===== config.mk =====
export PLATFORM = sky130hd
export DESIGN_NAME = ap_event_sync
export DESIGN_NICKNAME = d
export VERILOG_FILES = /design/src/rtl/ap_event_sync_pkg.sv /design/src/rtl/ap_event_chan.sv /design/src/rtl/ap_event_sync.sv
export SDC_FILE = /design/constraint.sdc
export NUM_CORES = 1
export LEC_CHECK = 0
export CAP_MARGIN = 20
export CORE_UTILIZATION = 33
export CTS_CLUSTER_SIZE = 10
export DETAILED_ROUTE_END_ITERATION = 8
export PLACE_DENSITY_LB_ADDON = 0.2
export SYNTH_ARGS = -nofsm -noshare
export SYNTH_HDL_FRONTEND = slang
export SYNTH_SLANG_ARGS = --single-unit

===== constraint.sdc =====
create_clock -name clock -period 2.4 [get_ports clock]
set_input_delay 0.48 -clock clock [delete_from_list [all_inputs] [get_ports clock]]
set_output_delay 0.48 -clock clock [all_outputs]
set_load 0.1 [all_outputs]

===== src/rtl/ap_event_sync_pkg.sv =====
// Shared state type and width helpers for the ap_event_sync channel logic.
// Optional counters are built when AP_EVENT_SYNC_CNT_EN is defined.
package ap_event_sync_pkg;

  typedef enum logic {
    IDLE = 1'b0,
    WAIT = 1'b1
  } chan_state_e;

  // All-ones value for a field of width w, used to derive PEND_MAX / CNT_MAX.
  function automatic logic [63:0] all_ones(input int unsigned w);
    return (w >= 64) ? {64{1'b1}} : ((64'd1 << w) - 64'd1);
  endfunction

endpackage


===== src/rtl/ap_event_chan.sv =====
// One event channel: rise detect, request FSM, saturating pending queue, sticky
// overflow and, with AP_EVENT_SYNC_CNT_EN defined, a saturating total-event counter.
module ap_event_chan
  import ap_event_sync_pkg::*;
#(
  parameter int PEND_W = 4,
  parameter int CNT_W  = 32
) (
  input  logic              clock,
  input  logic              reset,
  input  logic              clear,
  input  logic              chan_en,
  input  logic              evt,
  input  logic              req,
  output logic              req_busy,
  output logic              sync_pulse,
  output logic [PEND_W-1:0] pending,
  output logic [CNT_W-1:0]  evt_cnt,
  output logic              overflow
);

  localparam logic [PEND_W-1:0] PEND_MAX = PEND_W'(all_ones(PEND_W));

  chan_state_e       state_q, state_d;
  logic              evt_q;
  logic [PEND_W-1:0] pend_q, pend_d;
  logic              sync_q, sync_d;
  logic              ovf_q, ovf_d;
  logic              rise, avail, grant, consume;

  always_comb begin
    rise    = evt & ~evt_q;
    // Grant decision looks only at the registered pending count.
    avail   = ~chan_en | (pend_q != '0);
    grant   = 1'b0;
    state_d = state_q;
    case (state_q)
      IDLE: begin
        if (req) begin
          if (avail) grant = 1'b1;
          else       state_d = WAIT;
        end
      end
      WAIT: begin
        if (avail) begin
          grant   = 1'b1;
          state_d = IDLE;
        end
      end
      default: state_d = IDLE;
    endcase

    consume = grant & chan_en;
    pend_d  = pend_q;
    ovf_d   = ovf_q;
    if (rise && !consume) begin
      if (pend_q == PEND_MAX) ovf_d = 1'b1;
      else                    pend_d = pend_q + 1'b1;
    end else if (!rise && consume) begin
      pend_d = pend_q - 1'b1;
    end
    sync_d = grant;

    if (clear) begin
      state_d = IDLE;
      pend_d  = '0;
      ovf_d   = 1'b0;
      sync_d  = 1'b0;
    end
  end

  always_ff @(posedge clock) begin
    if (!reset) begin
      evt_q   <= 1'b0;
      state_q <= IDLE;
      pend_q  <= '0;
      sync_q  <= 1'b0;
      ovf_q   <= 1'b0;
    end else begin
      evt_q   <= evt;
      state_q <= state_d;
      pend_q  <= pend_d;
      sync_q  <= sync_d;
      ovf_q   <= ovf_d;
    end
  end

  assign req_busy   = (state_q == WAIT);
  assign sync_pulse = sync_q;
  assign pending    = pend_q;
  assign overflow   = ovf_q;

`ifdef AP_EVENT_SYNC_CNT_EN
  localparam logic [CNT_W-1:0] CNT_MAX = CNT_W'(all_ones(CNT_W));

  logic [CNT_W-1:0] cnt_q, cnt_d;

  always_comb begin
    cnt_d = cnt_q;
    if (clear)                          cnt_d = '0;
    else if (rise && cnt_q != CNT_MAX)  cnt_d = cnt_q + 1'b1;
  end

  always_ff @(posedge clock) begin
    if (!reset) cnt_q <= '0;
    else        cnt_q <= cnt_d;
  end

  assign evt_cnt = cnt_q;
`else
  assign evt_cnt = '0;
`endif

endmodule


===== src/rtl/ap_event_sync.sv =====
// Multi-channel HLS handshake event synchronizer; holds the all_done reduction,
// which (with the counters) exists only when AP_EVENT_SYNC_CNT_EN is defined.
module ap_event_sync #(
  parameter int NUM_CH = 2,
  parameter int PEND_W = 4,
  parameter int CNT_W  = 32
) (
  input  logic                     clock,
  input  logic                     reset,
  input  logic                     clear,
  input  logic [NUM_CH-1:0]        chan_en,
  input  logic [NUM_CH-1:0]        evt,
  input  logic [NUM_CH-1:0]        req,
  input  logic [CNT_W-1:0]         target,
  output logic [NUM_CH-1:0]        req_busy,
  output logic [NUM_CH-1:0]        sync_pulse,
  output logic [NUM_CH*PEND_W-1:0] pending,
  output logic [NUM_CH*CNT_W-1:0]  evt_cnt,
  output logic [NUM_CH-1:0]        overflow,
  output logic                     all_done
);

  for (genvar gi = 0; gi < NUM_CH; gi++) begin : g_ch
    ap_event_chan #(
      .PEND_W (PEND_W),
      .CNT_W  (CNT_W)
    ) u_chan (
      .clock      (clock),
      .reset      (reset),
      .clear      (clear),
      .chan_en    (chan_en[gi]),
      .evt        (evt[gi]),
      .req        (req[gi]),
      .req_busy   (req_busy[gi]),
      .sync_pulse (sync_pulse[gi]),
      .pending    (pending[gi*PEND_W +: PEND_W]),
      .evt_cnt    (evt_cnt[gi*CNT_W +: CNT_W]),
      .overflow   (overflow[gi])
    );
  end

`ifdef AP_EVENT_SYNC_CNT_EN
  logic all_done_q, all_done_d;

  // No enabled channel means nothing to wait for, which reads as "not done".
  always_comb begin
    all_done_d = |chan_en;
    for (int i = 0; i < NUM_CH; i++) begin
      if (chan_en[i] && (evt_cnt[i*CNT_W +: CNT_W] < target)) all_done_d = 1'b0;
    end
    if (clear) all_done_d = 1'b0;
  end

  always_ff @(posedge clock) begin
    if (!reset) all_done_q <= 1'b0;
    else        all_done_q <= all_done_d;
  end

  assign all_done = all_done_q;
`else
  logic unused_target;
  assign unused_target = ^target;
  assign all_done      = 1'b0;
`endif

endmodule


**Word-level counts from Yosys, hierarchy flattened**

Index checks and enable logic that the tools add are counted.

- Output and inout port bits: 79
- Bits in registers: 16
- Bits of input ports: 41
- Word-level logic and storage cells: 66

- Eq/ne operators: 4
- Reduce and logical (&&, ||, !) cells: 17
- Add/subtract/negate cells: 4
- Mux-type cells: 18
- Bitwise gates (word level): 13

Operators with widths:

| kind | count |
|---|---|
| $mux W4 | 6 |
| $add A4 B1 Y4 const B | 2 |
| $eq A4 B4 Y1 const B | 2 |
| $mux W1 | 8 |
| $pmux W1 S2 | 4 |
| $reduce_and A2 Y1 | 4 |
| $reduce_bool A4 Y1 | 2 |
| $sub A4 B1 Y4 const B | 2 |
| $not A1 Y1 | 7 |
| $and A1 B1 Y1 | 4 |
| $logic_and A1 B1 Y1 | 4 |
| $logic_not A1 Y1 | 4 |
| $ne A2 B2 Y1 const B | 2 |
| $reduce_bool A2 Y1 | 2 |
| $or A1 B1 Y1 | 2 |
| $reduce_or A2 Y1 | 1 |

**Logic depth before layout (Yosys ltp)**

Gate-level depths: netlist of run 1.

- Depth after elaboration: 10
- Mapped depth: 8
- Depth with buffers taken out: 8

**Modules after synthesis**

Synthesis of run 1 repeated with hierarchy kept, for this count alone.

- Cells, all modules: 164
- Area total of the unflattened synthesis: 1,410.1 um^2

Modules (own cells, without submodules):

| module | sequential area each (um^2) | area each (um^2) | instances | cells each |
|---|---|---|---|---|
| ap_event_chan | 160.2 | 699.4 | 2 | 81 |
| ap_event_sync | 0.0 | 11.3 | 1 | 2 |

**Worst setup path before layout of run 1**

Ideal clock, no wire load.

- Path kind: flip-flop to flip-flop
- From: reg g_ch[1].u_chan.pend_q[1]
- To: reg g_ch[1].u_chan.pend_q[3]
- Path buffers: 0
- Arrival: 2.529 ns
- Required time: 2.334 ns
- Period minus slack after synthesis: 2.595 ns
- Stages on the path, launching flop included: 9
- Setup slack: -0.195 ns
- Setup time: 0.066 ns
- Cell sequence: dfxtp_1 -> nor4_4 -> o21a_2 -> inv_2 -> ha_1 -> a21o_1 -> a2111oi_0 -> mux2i_1 -> nand3_1

- Cells in the longest elaborated chain, start to end: 10
- Elaborated cells between the ends (all ways): 18
- Those cells by class: 2 x add/sub; 2 x eq/ne; 6 x mux; 2 x bitwise; 6 x reduce/logical

RTL lines:

| element | line | source |
|---|---|---|
| start: declaration | ap_event_chan.sv:26 | `logic [PEND_W-1:0] pend_q, pend_d;` |
| start signal: assignment | ap_event_chan.sv:82 | `pend_q <= pend_d;` |
| $reduce_bool A4 Y1 | ap_event_chan.sv:34 | `avail = ~chan_en \| (pend_q != '0);` |
| $or A1 B1 Y1 | ap_event_chan.sv:34 |  |
| $mux W1 | ap_event_chan.sv:40, ap_event_chan.sv:45 |  |
| $mux W1 | ap_event_chan.sv:39 | `if (req) begin` |
| $pmux W1 S2 | ap_event_chan.sv:37 | `case (state_q)` |
| $and A1 B1 Y1 | ap_event_chan.sv:53 | `consume = grant & chan_en;` |
| $logic_not A1 Y1 | ap_event_chan.sv:56 | `if (rise && !consume) begin` |
| $logic_and A1 B1 Y1 | ap_event_chan.sv:56 |  |
| $ne A2 B2 Y1 (no line) or $reduce_bool A2 Y1 (tied branches) | - |  |
| $reduce_and A2 Y1 (no line) | - |  |

Several ways; a longest one is shown, not always the timed one. The select of a mux whose other input is x is not followed.
A chain may end at the register's enable or synchronous reset.

**Worst setup path after layout of run 1**

- From: in evt[0]
- To: reg g_ch[0].u_chan.pend_q[3]

- Cells in the longest elaborated chain, start to end: 5
- Elaborated cells between the ends (all ways): 8
- Those cells by class: 1 x eq/ne; 1 x mux; 1 x bitwise; 5 x reduce/logical

RTL lines:

| element | line | source |
|---|---|---|
| start: declaration | ap_event_sync.sv:12 | `input logic [NUM_CH-1:0] evt,` |
| $and A1 B1 Y1 (*) | ap_event_chan.sv:32 | `rise = evt & ~evt_q;` |
| $logic_not A1 Y1 | ap_event_chan.sv:59 | `end else if (!rise && consume) begin` |
| $logic_and A1 B1 Y1 | ap_event_chan.sv:59 |  |
| $reduce_bool A2 Y1 (no line) | - |  |
| $reduce_and A2 Y1 (no line) | - |  |
| end signal: assignment | ap_event_chan.sv:82 |  |
| end: declaration | ap_event_chan.sv:26 |  |

Mark *: on every way between the ends. The rest lies on a longest branch, timed or not.

==> results of run 1 <==
-- worst min-delay path, stage by stage, from the launching register on --
cell     delay [ps]
dfxtp_1         340
a21oi_1          40
nor2_1           80
-- power breakdown --
group | switching (mW) | internal, mW
registers | 0.0190 | 0.279
clock network | 0.102 | 0.112
logic | 0.581 | 0.0862
-- cell families after synthesis --
family / synth area share
AND/OR/NAND/NOR: 0.138
adder cells (fa/ha/maj): 0.0629
multiplexers: 0.0559
AO/OA/AOI/OAI: 0.110
other: 0.00262
buffers and inverters: 0.394
XOR/XNOR: 0.0122
flip-flops: 0.224
-- layout make-up --
| type | count | share of cell area |
|---|---|---|
| Multi-Input combinational cell | 137 | 0.529 |
| Sequential cell | 16 | 0.219 |
| Inverter | 6 | 0.0150 |
| Tap cell | 50 | 0.0416 |
| Clock buffer | 3 | 0.0275 |
| Timing Repair Buffer | 31 | 0.168 |
-- cell usage in the layout, fill, tap and decap left out, types with 3 or more instances in the layout --
| cell type | synthesis | layout |
|---|---|---|
| a21o_1 | 4 | 4 |
| nor2_1 | 4 | 4 |
| dfxtp_1 | 16 | 9 |
| nand2_1 | 12 | 12 |
| a21oi_1 | 4 | 4 |
| nand2b_1 | 3 | 3 |
| ha_1 | 4 | 4 |
| mux2i_1 | 8 | 8 |
| clkbuf_8 | 0 | 3 |
| clkdlybuf4s50_1 | 0 | 8 |
| buf_4 | 71 | 23 |
| conb_1 | 1 | 65 |
| inv_1 | 4 | 4 |
| nor2b_1 | 3 | 3 |
| dfxtp_2 | 0 | 7 |
| nand4_1 | 4 | 4 |
-- worst paths after layout --
path	from	end	slack, ps	cells past startpoint
hold / removal	g_ch[0].u_chan.overflow	g_ch[0].u_chan.overflow	500	2
hold reg to reg	g_ch[0].u_chan.overflow	g_ch[0].u_chan.overflow	500	2
setup reg to reg	g_ch[0].u_chan.pending[1]	g_ch[0].u_chan.pending[3]	280	8
setup / recovery	evt[0]	g_ch[0].u_chan.pending[3]	170	9
-- layer usage --
layer | part of all wire | up-vias | track usage
met5 | 0 | - | 0
met4 | 0.024 | 0 | 0.0703
met3 | 0.070 | 4 | 0.0150
met2 | 0.43 | 49 | 0.142
met1 | 0.48 | 415 | 0.138
li1 | - | 474 | -
-- metrics by stage --
step	TNS [ps]	area [um2]	hold WS, ps
detailed placement	-235	1450	472
floorplan	-105	1680	438
global route	0	1500	547
finish	0	1500	502
global placement	-249	1450	475
CTS	0	1500	504
-- registers in the layout, indices dropped and copies added, names as in the netlist --
register and flops:
g_ch.u_chan.pending 8, g_ch.u_chan.evt_q 2, g_ch.u_chan.overflow 2, g_ch.u_chan.req_busy 2, g_ch.u_chan.sync_pulse 2
-- timing repair --
item / 4_1_cts / 5_1_grt
endpoints found under the hold margin: 0 / 0
hold buffers: 0 / 0
resized for setup: 0 / 5
endpoints found under the setup margin: 0 / 2
==> reports/results.ini, run 1 <==
[status]
status = finished, final reports clean

[clocking]
clk_latency_ps = 260
cts-root-buf = clkbuf_8
clock_sinks = 16
postCtsSetupBuffers = 0
cts_tree = built
cts_max_level = 1
clk_path_buf_depth = 2
clkTransAtPathRegs_ps = 70
cts_inserted_buffers = 3

[synth]
synthCells = 168
yosys-top-cells-area = buf_4, dfxtp_1, mux2i_1
ys_seq_area_frac = 0.224
yosys-top-cells-count = buf_4, dfxtp_1, nand2_1
ys.flop_type = dfxtp_1
synth_edf_count = 0
yosys.area.top_type_share = 0.372
synth_most_common_cell = buf_4
syn_area_um2 = 1430
async_reset_ff_frac = 0
yosysUniqueCellTypes = 28
yosys_warnings = 0
avgSynthCellArea_um2 = 8.52
ys_ff_latch = 16
synth_top_area_cell = buf_4

[routing]
num_vias = 942
wl_per_cell_um = 9.19
drtAntennaViolNets = 0
drt_wl_total_mm = 2.23
first_iter_violations = 17
drc = 0
drtPass1Iterations = 5
vias_per_cell = 3.88

[sta]
layout_setup_ws_ps = 169
report.final.setup_viol = 0
drv_slew = 0
skew_ps = 1.40
max_freq_mhz = 448
min_period_over_period = 0.929
hold_viol_final = 0
rsz0062_at_grt = no
timing.final.crit_period_ps = 2230

[placement]
io_buffers = 22
post-place-ws_ps = -126
placed_cells = 240
place_hpwl_mm = 1.73
routabilityCongestion = 0.692

[finish]
multi_input_area_um2 = 796
layout-drive-gt1-share = 0.218
nFillCells = 448
nets = 242
regArea_um2 = 329
n_antenna_cell = 0
utilization = 0.368
finalNonFillerCells = 243
area_delta_synth_final_pct = 5.07

[power]
cellPowerDensity_nw_per_um2 = 784
power.total_mw = 1.18
p_leak_nw = 0.780
ir_drop_mv = 0.231

[critical_path]
cp_top_family = compound AO/OA/AOI/OAI gates
path_class = primary input to register
arrival_ps = 2430
endpoint_kind = register
worstSetupStartpointType = primary input
worstPathMaxFanout = 3
worstPathCellList = clkdlybuf4s50_1 -> nor2b_1 -> o21a_2 -> inv_2 -> ha_1 -> a21o_1 -> a2111oi_1 -> mux2i_1 -> nand3_1
cpPeakStageDelay_ps = 470
slowest_stage = clkdlybuf4s50_1
crit_buf_inv = 2
cp.required_ps = 2600

[grt]
first_global_vias = 758
grt_pass1_wl_mm = 3.38
antenna_found_initial = 0
grt.overflow.total = 0
grt_max_degree = 19
track_usage = 0.100

[die]
coreArea_um2 = 4090
die_w_um = 67.9
dieArea_um2 = 4600
fp.dieH_um = 67.9
start_util = 0.350
rows = 23
io-pin-count = 120

[flow_run]
cap_violations = 0

[worst_hold_path]
hp-class = register to register

No activity file was read; power rests on OpenSTA's default activity.
==> run 2: changes to the inputs <==
Settings changed: ABC_AREA set to 1.
==> run 2 against run 1 <==
  * First-iteration DRC count fell by 53%
  * Critical path depth is 5 higher
  * Clock skew rose by 1.4 ps
  * Largest power group unchanged
  * Highest routed layer unchanged
==> reports/results.ini, run 2 <==
[clocking]
clkTransAtPathRegs_ps = 60  ; about the same
cts_inserted_buffers = 3  ; unchanged
cts_max_level = 1  ; unchanged
cts_tree = built
cts_resized = 0  ; unchanged
clock_sinks = 16  ; unchanged
clk_path_buf_depth = 2  ; unchanged
cts_hold_buf = 0  ; unchanged
cts-root-buf = clkbuf_8
clk_latency_ps = 250  ; about the same
postCtsSetupBuffers = 0  ; unchanged

[power]
p_seq_frac = 0.242  ; -0.011
intPower_uw = 508  ; +6.4%
cellPowerDensity_nw_per_um2 = 790  ; +0.79%
p_switching_uw = 718  ; +2.3%
ir_drop_mv = 0.297  ; +28%
combPwrFrac = 0.561  ; -0.005
power.total_mw = 1.23  ; +4.0%
p_sw_frac = 0.586  ; -0.00959
clkPwrFrac = 0.197  ; +0.016
p_leak_nw = 0.864  ; +11%

[synth]
ys.flop_type = dfxtp_1
async_reset_ff_frac = 0  ; unchanged
ys_ff_latch = 16  ; unchanged
yosys-top-cells-count = buf_4, nand2_1, inv_1
synth_edf_count = 0  ; unchanged
synthCells = 196  ; +17%
yosys-top-cells-area = buf_4, dfxtp_1, nand2_1
avgSynthCellArea_um2 = 7.55  ; -11%
yosys.area.top_type_share = 0.360  ; -0.0123
ys_seq_area_frac = 0.216  ; -0.00738
yosys_warnings = 0  ; unchanged
synth_top_area_cell = buf_4
synth_most_common_cell = buf_4
syn_area_um2 = 1480  ; +3.4%
yosysUniqueCellTypes = 24  ; -14%

[critical_path]
worstPathMaxFanout = 3  ; unchanged
worstRegToRegCells = 13  ; +5
arrival_ps = 2190  ; -240 ps
worstSetupStartpointType = primary input
endpoint_kind = register
reg2reg_to = g_ch[0].u_chan.pending[3]
path_class = primary input to register
r2r_setup_slack_ps = 540  ; +260 ps
cp.required_ps = 2550  ; -50 ps
r2r-start = g_ch[0].u_chan.pending[2]

[sta]
max_freq_mhz = 490  ; +9.2%
timing.final.crit_period_ps = 2040  ; -188 ps
rsz0062_at_grt = no
skew_ps = 2.83  ; +1.44 ps
hold_viol_final = 0  ; unchanged
min_period_over_period = 0.851  ; -0.0784
layout_setup_ws_ps = 357  ; +188 ps
report.final.setup_viol = 0  ; unchanged
whs_ps = 468  ; -33.3 ps
drv_slew = 0  ; unchanged

[worst_hold_path]
hold_depth = 1  ; -1
hp-class = register to register
hold_path_startpoint = g_ch[1].u_chan.overflow
holdPathEnd = g_ch[1].u_chan.overflow

[routing]
drtAntennaViolNets = 0  ; unchanged
num_vias = 989  ; +5.0%
drc = 0  ; unchanged
first_iter_violations = 8  ; -9
vias_per_cell = 3.64  ; -6.2%
drt_wl_total_mm = 2.09  ; -6.3%
drtPass1Iterations = 4  ; -1
wl_per_cell_um = 7.69  ; -16%

[grt]
grt.overflow.total = 0  ; unchanged
grt_pass1_wl_mm = 3.33  ; -1.7%
antenna_found_initial = 0  ; unchanged
first_global_vias = 743  ; -2.0%
track_usage = 0.0938  ; -0.00672
grt_max_degree = 14  ; -5

[die]
rows = 23  ; unchanged
coreArea_um2 = 4140  ; +1.4%
die_w_um = 69.0  ; +1.6%
dieArea_um2 = 4760  ; +3.3%
io-pin-count = 120  ; unchanged
fp.dieH_um = 69.0  ; +1.6%
start_util = 0.357  ; +0.00691

[placement]
placed_cells = 268  ; +12%
io_buffers = 22  ; unchanged
post-place-ws_ps = 77.4  ; +203 ps
routabilityCongestion = 0.774  ; +12%
place_hpwl_mm = 1.75  ; +0.95%

[flow_run]
cap_violations = 0  ; unchanged

[finish]
layout-drive-gt1-share = 0.248  ; +0.0301
area_delta_synth_final_pct = 4.82
nFillCells = 458  ; +2.2%
n_antenna_cell = 0  ; unchanged
final_common_cell = conb_1
finalNonFillerCells = 272  ; +12%
final_cell_mix = conb_1, buf_4, nand2_1
nets = 270  ; +12%
largest_reg_flops = 8  ; unchanged

[status]
status = finished, final reports clean

run 2: cell count changes in the layout (fill, tap and decap cells not counted), sizes merged, moves of 3 or more:
cell / change
nand2b: -3
mux2i: -8
nand3: +8
nand2: +16
a2111oi: -4
inv: +16
nor2b: -3
a21o: -4
nor2: +17
run 2: layout make-up:
cell class,instances,area (um2),share of cell area
clock buffers,4,55.1,0.0355
repair buffers,30,245,0.158
inverters,22,85.1,0.0548
multi-input cells,150,777,0.501
well taps,50,62.6,0.0403
flip-flops and latches,16,327,0.210
run 2: metrics by stage:
stage | TNS (ps) | util | cell area [um2]
after floorplan | -33.9 | - | 1730
after global placement | 0 | 0.361 | 1500
after detailed placement | 0 | 0.361 | 1500
after CTS | 0 | 0.374 | 1550
after global routing | 0 | 0.374 | 1550
final | 0 | 0.374 | 1550
run 2: how the worst max path moves through the flow:
stage	start	endpoint	slack, ps
floorplan	g_ch[0].u_chan.pending[3]	g_ch[0].u_chan.pending[3]	-30
global placement	req[0]	g_ch[0].u_chan.pending[3]	70
detailed placement	req[0]	g_ch[0].u_chan.pending[3]	80
CTS	req[0]	g_ch[0].u_chan.pending[3]	350
global route	req[0]	g_ch[0].u_chan.pending[3]	180
finish	req[0]	g_ch[0].u_chan.pending[3]	360
run 2: power by group through the flow:
stage	registers [mW]	logic [mW]	clock network [mW]
6_report	0.297	0.687	0.242
4_1_cts	0.298	0.688	0.251
3_3_place_gp	0.304	0.687	0
2_1_floorplan	0.357	0.655	0
5_1_grt	0.300	0.724	0.262
3_5_place_dp	0.304	0.688	0
run 2: kinds of logic (layout without fill, tap and decap cells):
family | count (synthesis) | count (layout) | share of synthesized area
AOI/OAI and AO/OA | 12 | 12 | 0.0440
xor gates and xnor gates | 2 | 2 | 0.0118
adders and majority gates | 6 | 6 | 0.0609
buffers and inverters | 94 | 56 | 0.421
DFF | 16 | 16 | 0.216
other | 1 | 65 | 0.00253
and+or+nand+nor | 65 | 65 | 0.243
run 2: metal layers:
metal  vias up  share of wire  track usage
met2        52           0.43        0.148
met1       416           0.47        0.123
met4         0         0.0053       0.0153
met3         3          0.094       0.0345
met5         -              0            0
li1        518              -            -
run 2: critical path, cell delays in order:
cell	delay, ps
clkdlybuf4s50_1	450
inv_1	30
nand2_1	80
nand3_2	120
nand2_2	100
ha_1	260
nand2_1	80
nand2_1	40
a21oi_1	150
nand3_1	140
nand2_2	90
nor2_2	40
nor2_1	70
nor2_1	50
